**config.mk**
```make
export PLATFORM = sky130hd
export DESIGN_NAME = pll_lock_sequencer
export DESIGN_NICKNAME = d
export VERILOG_FILES = /design/src/rtl/pll_lock_sequencer.sv
export SDC_FILE = /design/constraint.sdc
export NUM_CORES = 1
export LEC_CHECK = 0
export CORE_MARGIN = 4
export CORE_UTILIZATION = 54
export DETAILED_ROUTE_END_ITERATION = 16
export PLACE_DENSITY = 0.74
export SLEW_MARGIN = 5
export SYNTH_ARGS = -nofsm -noshare
export SYNTH_HDL_FRONTEND = slang
export SYNTH_SLANG_ARGS = --single-unit
```
**constraint.sdc**
```tcl
create_clock -name clk_pix -period 2.3 [get_ports clk_pix]
set_input_delay 0.345 -clock clk_pix [delete_from_list [all_inputs] [get_ports clk_pix]]
set_output_delay 0.345 -clock clk_pix [all_outputs]
set_load 0.01 [all_outputs]
```
**src/rtl/pll_lock_sequencer.sv**
```systemverilog
// PLL lock consumer: synchronizes `locked`, holds sys_reset until lock is stable,
// filters short lock glitches, counts lock losses and restarts a PLL that never locks.
module pll_lock_sequencer #(
    parameter int SYNC_STAGES    = 2,
    parameter int STABLE_CYCLES  = 1024,
    parameter int GLITCH_FILTER  = 4,
    parameter int TIMEOUT_CYCLES = 65536,
    parameter int PLLRST_CYCLES  = 16
) (
    input  logic       clk_pix,
    input  logic       reset,
    input  logic       locked,
    output logic       pll_rst,
    output logic       sys_reset,
    output logic       ready,
    output logic [7:0] lock_lost_count,
    output logic [2:0] state
);

    localparam logic [2:0] ST_WAIT   = 3'd0;
    localparam logic [2:0] ST_STABLE = 3'd1;
    localparam logic [2:0] ST_RUN    = 3'd2;
    localparam logic [2:0] ST_PLLRST = 3'd3;

    localparam int SW = (STABLE_CYCLES  > 1) ? $clog2(STABLE_CYCLES)  : 1;
    localparam int GW = (GLITCH_FILTER  > 1) ? $clog2(GLITCH_FILTER)  : 1;
    localparam int TW = (TIMEOUT_CYCLES > 1) ? $clog2(TIMEOUT_CYCLES) : 1;
    localparam int PW = (PLLRST_CYCLES  > 1) ? $clog2(PLLRST_CYCLES)  : 1;

    localparam logic [SW-1:0] STABLE_LAST = SW'(STABLE_CYCLES - 1);
    localparam logic [GW-1:0] GLITCH_LAST = GW'(GLITCH_FILTER - 1);
    localparam logic [TW-1:0] TIMER_LAST  = TW'(TIMEOUT_CYCLES - 1);
    localparam logic [PW-1:0] PRST_LAST   = PW'(PLLRST_CYCLES - 1);

    logic [SYNC_STAGES-1:0] sync;
    logic                   locked_s;

    logic [2:0]    state_nx;
    logic [SW-1:0] stable_cnt, stable_nx;
    logic [GW-1:0] glitch_cnt, glitch_nx;
    logic [TW-1:0] timer,      timer_nx;
    logic [PW-1:0] prst_cnt,   prst_nx;
    logic [7:0]    lost_nx;

    assign locked_s = sync[SYNC_STAGES-1];

    always_ff @(posedge clk_pix) begin
        if (reset) sync <= '0;
        else       sync <= {sync[SYNC_STAGES-2:0], locked};
    end

    always_comb begin
        state_nx  = state;
        stable_nx = stable_cnt;
        glitch_nx = glitch_cnt;
        timer_nx  = timer;
        prst_nx   = prst_cnt;
        lost_nx   = lock_lost_count;
        case (state)
            ST_WAIT: begin
                if (locked_s) begin
                    state_nx  = ST_STABLE;
                    stable_nx = '0;
                    timer_nx  = '0;
                end else if (TIMEOUT_CYCLES != 0 && timer == TIMER_LAST) begin
                    state_nx = ST_PLLRST;
                    timer_nx = '0;
                    prst_nx  = '0;
                end else if (TIMEOUT_CYCLES != 0) begin
                    timer_nx = timer + 1'b1;
                end
            end
            ST_STABLE: begin
                if (!locked_s) begin
                    state_nx  = ST_WAIT;
                    stable_nx = '0;
                    timer_nx  = '0;
                end else if (stable_cnt == STABLE_LAST) begin
                    state_nx  = ST_RUN;
                    stable_nx = '0;
                    glitch_nx = '0;
                end else begin
                    stable_nx = stable_cnt + 1'b1;
                end
            end
            ST_RUN: begin
                // Lock loss is declared on the cycle the low run would reach GLITCH_FILTER.
                if (locked_s) begin
                    glitch_nx = '0;
                end else if (glitch_cnt == GLITCH_LAST) begin
                    state_nx  = ST_WAIT;
                    glitch_nx = '0;
                    timer_nx  = '0;
                    if (lock_lost_count != 8'hFF) lost_nx = lock_lost_count + 8'd1;
                end else begin
                    glitch_nx = glitch_cnt + 1'b1;
                end
            end
            ST_PLLRST: begin
                if (prst_cnt == PRST_LAST) begin
                    state_nx = ST_WAIT;
                    prst_nx  = '0;
                    timer_nx = '0;
                end else begin
                    prst_nx = prst_cnt + 1'b1;
                end
            end
            default: state_nx = ST_WAIT;
        endcase
    end

    // Outputs are decoded from the next state so they move on the same edge as `state`.
    always_ff @(posedge clk_pix) begin
        if (reset) begin
            state           <= ST_WAIT;
            stable_cnt      <= '0;
            glitch_cnt      <= '0;
            timer           <= '0;
            prst_cnt        <= '0;
            lock_lost_count <= '0;
            sys_reset       <= 1'b1;
            ready           <= 1'b0;
            pll_rst         <= 1'b0;
        end else begin
            state           <= state_nx;
            stable_cnt      <= stable_nx;
            glitch_cnt      <= glitch_nx;
            timer           <= timer_nx;
            prst_cnt        <= prst_nx;
            lock_lost_count <= lost_nx;
            sys_reset       <= (state_nx != ST_RUN);
            ready           <= (state_nx == ST_RUN);
            pll_rst         <= (state_nx == ST_PLLRST);
        end
    end

endmodule

```
Word level (Yosys, flattened, before mapping):

Cells that the tools add are included.

* flip-flop bits (word level): 48
* input bits: 3
* output and inout port bits: 14

* add/subtract/negate cells: 5
* eq/ne operators: 20
* mux-type cells: 28
* bitwise gates (word level): 1
* reduce and logical (&&, ||, !) cells: 10

Operator list (number)
* $mux 16: 6
* $pmux 16 s4: 1
* $mux 10: 3
* $mux 3: 7
* $pmux 10 s2: 1
* $ne 2x2->1 const B: 9
* $add 16x1->16 const B: 1
* $eq 16x16->1 const B: 1
* $eq 3x2->1 const B: 4
* $mux 4: 3
* $pmux 3 s4: 1
* $add 10x1->10 const B: 1
* $eq 10x10->1 const B: 1
* $add 8x1->8 const B: 1
* $mux 2: 4
* $ne 8x8->1 const B: 1
* $pmux 4 s2: 1
* $reduce_and 3->1: 2
* $reduce_bool 2->1: 3
* $reduce_and 5->1: 1
* $add 4x1->4 const B: 1
* $eq 4x4->1 const B: 1
* $pmux 2 s2: 1
* $reduce_and 4->1: 1
* other kinds (8): 8

Longest topological paths before layout:

* word-level depth: 5
* depth in mapped cells: 7

Least setup slack after synthesis:

Ideal clock, no wire load.

* kind: register to register
* from: register timer[0]
* to: register timer[11]
* setup time: 0.074 ns
* arrival: 2.088 ns
* data required time: 2.226 ns
* path slack: 0.138 ns
* stages on the path, launching flop included: 8
* buffers on the path: 1
* period minus slack after synthesis: 2.162 ns
* cell sequence: dfxtp_1 -> ha_1 -> and3_1 -> and4_1 -> or4b_1 -> buf_2 -> or3_1 -> a31oi_1

* longest elaborated chain between the ends: 4
* elaborated cells between the ends (all ways): 5

Ends and longest elaborated chain
* from (decl): RTL line 41 `logic [TW-1:0] timer, timer_nx;`
* from (signal assigned): RTL line 128 `timer <= timer_nx;`
* $add 16x1->16 or $eq 16x16->1 (tied branches): RTL line 70, 65
* $mux 16 *: RTL line 65 `end else if (TIMEOUT_CYCLES != 0 && timer == TIMER_LAST) begin`
* $mux 16 *: RTL line 61 `if (locked_s) begin`
* $pmux 16 s4 *: RTL line 59 `case (state)`

Every way passes the cells marked *; elsewhere a longest branch is shown, timed or not.
A chain may end at the register's enable or synchronous reset.

Worst setup path after layout:

* from: register timer[0]
* to: register timer[7]

The elaborated chain is that of the path after synthesis.

==> impl_metrics.ini <==
[status]
status = finished clean

[timing]
fin_crit_ps = 2130
relSlewSlack_pct = 66.2
max_freq_mhz = 469
drv_slew = 0
clock_skew_ps = 2.91
rsz0062_at_grt = false
finalSetupTns_ps = 0
worst_slew_pin_slew_ps = 500
hold_viol = 0
finalCritPeriodShare_pct = 92.7
setup_violations = 0

[cells_and_area]
nNetsFinal = 314
finalNonFillerCells = 356
area_delta_synth_final_pct = 16.2
area.sequential_um2 = 961
n_fill_cell = 346
multiInputGateArea_um2 = 1300
final_util_pct = 66.3
drive_gt1_share_pct = 8.82
diodes = 0

[pwr]
comb_power_share_pct = 5.4
seqPwrFrac_pct = 60.9
power.switching_uw = 310
ir_worst_vdd_v = 0.000420
p_int_uw = 1070
clockPowerShare_pct = 33.7
powerDensity_nw_per_um2 = 511
p_sw_share_pct = 22.4
leakage_uw = 0.000940

[setup_path]
rr_startpoint = timer[0]
path_max_fanout = 11
crit_start = timer[0]
critPathLaunchType = register
cp-end-kind = register
arrival_ps = 2360
critPathKind = reg -> reg
cp.required_ps = 2530

[yosys]
synth_common_cells = dfxtp_1, nor2_1, nand2_1
ys_async_sr_fraction_pct = 0
yosysTopAreaCell = dfxtp_1
netlist_top_cells_area = dfxtp_1, nor2_1, o21ai_0, nand3_1, a21oi_1
synth_ff_type = dfxtp_1
ys_ff_latch = 48
yosysMostFrequentCell = dfxtp_1
netlist_area_um2 = 2330
syn_inst = 281
synth_top_area_share_pct = 41.2
ys_seq_area_share_pct = 41.2
yosysUniqueCellTypes = 44
syn_nets = 289
yosysWarnings = 0
synth_edf_count = 0
syn_avg_cell_area_um2 = 8.30

[clock_network]
cts_tree = done
cts_sinks = 48
cts_buffers = 5
cts.clk_slew.worst_paths_ps = 80
htree_levels = 2
clockRootBuffer = clkbuf_8
clock_path_buffers = 2
worstSkewPairLatency_ps = 300

[floorplanning]
start_util_pct = 57.0
placementRows = 23
ios = 17
core_um2 = 4090
die_area_um2 = 5430
die_h_um = 73.7
die_w_um = 73.7

[route]
routed-via-count = 2034
drc = 0
drt-total-wl_um = 4640
ant_nets = 0
first_pass_iters = 4
dr.first_iter.drc_count = 124
viasPerCell = 5.71
wl_per_cell_um = 13.0

[placement]
hpwl_um = 3160
place_congestion = 0.772
numPortBuffers = 16
place_inst = 347

[global_route]
use_met2_pct = 30.9
antenna_found_initial = 0
grt_overflow_total = 0
grt.met1_usage_pct = 25.0
grt_max_degree = 45
grt_pass1_vias = 1918
grtUsageTotal_pct = 19.2
grt_use_met3_pct = 4.38
grt-busiest-layer = met2
grt_pass1_wl_um = 8360

[worst_hold_path]
worstHoldPathType = reg -> reg
worst_hold_startpoint = sync[0]

[flow_run]
maxCapViolations = 0
-- final timing paths --
check,to,slack (ps),cells after the start
worst max register to register,timer[7],170,6
worst max-delay path,timer[7],170,6
worst min register to register,sync[1],450,1
worst min-delay path,sync[1],450,1
-- power by group through the flow --
| stage | Clock [uW] | Combinational [uW] | Sequential [uW] |
|---|---|---|---|
| CTS | 487 | 74.8 | 843 |
| global route | 521 | 84.2 | 845 |
| detailed placement | 0 | 74.5 | 863 |
| finish | 466 | 75.3 | 843 |
| global placement | 0 | 74.2 | 862 |
| floorplan | 0 | 48.6 | 861 |
-- layer usage --
| layer | wire length (um) | part of all wire, % |
|---|---|---|
| met5 | 0 | 0 |
| met1 | 2310 | 50 |
| met3 | 171 | 3.7 |
| met4 | 63 | 1.4 |
| met2 | 2100 | 45 |
-- final cells by class --
cell class / instances / share of cell area [%]
Multi-Input combinational cell: 216 / 48.1
Clock inverter: 1 / 0.185
Timing Repair Buffer: 32 / 10.8
Inverter: 3 / 0.416
Sequential cell: 48 / 35.5
Tap cell: 50 / 2.31
Clock buffer: 6 / 2.68
-- through the flow --
| step | worst slack (ps) | total power [uW] | hold WS, ps | cell area (um^2) |
|---|---|---|---|---|
| 5_1_grt | 51.4 | 1450 | 480 | 2710 |
| 3_3_place_gp | 61.6 | 937 | 428 | 2610 |
| 4_1_cts | 31.1 | 1400 | 455 | 2690 |
| 6_report | 167 | 1380 | 451 | 2710 |
| 3_5_place_dp | 55.8 | 937 | 435 | 2610 |
| 2_1_floorplan | 138 | 910 | 414 | 2330 |
-- what timing repair did --
| action | CTS | global route |
|---|---|---|
| endpoints found under the setup margin | 0 | 10 |
| gates resized for setup | 0 | 1 |
| hold buffers | 0 | 0 |
| buffers inserted | 0 | 2 |
-- registers in the layout (all words and copies together), names as in the netlist --
| register | count |
|---|---|
| stable_cnt | 10 |
| lock_lost_count | 8 |
| sys_reset | 1 |
| glitch_cnt | 2 |
| prst_cnt | 4 |
| sync | 2 |
| ready | 1 |
| pll_rst | 1 |
| state | 3 |
| timer | 16 |
-- placed cells by master, fill, tap and decap left out, drive strengths merged, types with 5 or more instances in the layout --
master and n:
dfxtp 48, nor2 27, nand2 22, o21ai 19, nand3 18, a21oi 17
clkdlybuf4s50 16, buf 16, or3 11, nor3 11, nand4 9, xor2 8
and4 8, xnor2 7, nor2b 6, clkbuf 6, a31oi 5, ha 5
-- worst max-delay path, stage by stage (launching register included) --
cell and delay, ps:
dfxtp_1 340, ha_1 210, and3_1 190, and4_1 180
or4b_4 590, or4_1 480, o21ai_0 70
-- cells by family (layout without fill, tap and decap cells) --
| kind of cell | after synthesis | in the layout | share of synthesized area [%] |
|---|---|---|---|
| xor gates and xnor gates | 15 | 15 | 5.64 |
| DFF | 48 | 48 | 41.2 |
| AOI/OAI and AO/OA | 55 | 55 | 14.3 |
| buffers and inverters | 17 | 42 | 3.01 |
| adders and majority gates | 5 | 5 | 2.68 |
| and+or+nand+nor | 137 | 137 | 31.7 |
| other | 1 | 1 | 0.161 |
| muxes | 3 | 3 | 1.34 |
No activity file was read; power rests on OpenSTA's default activity.
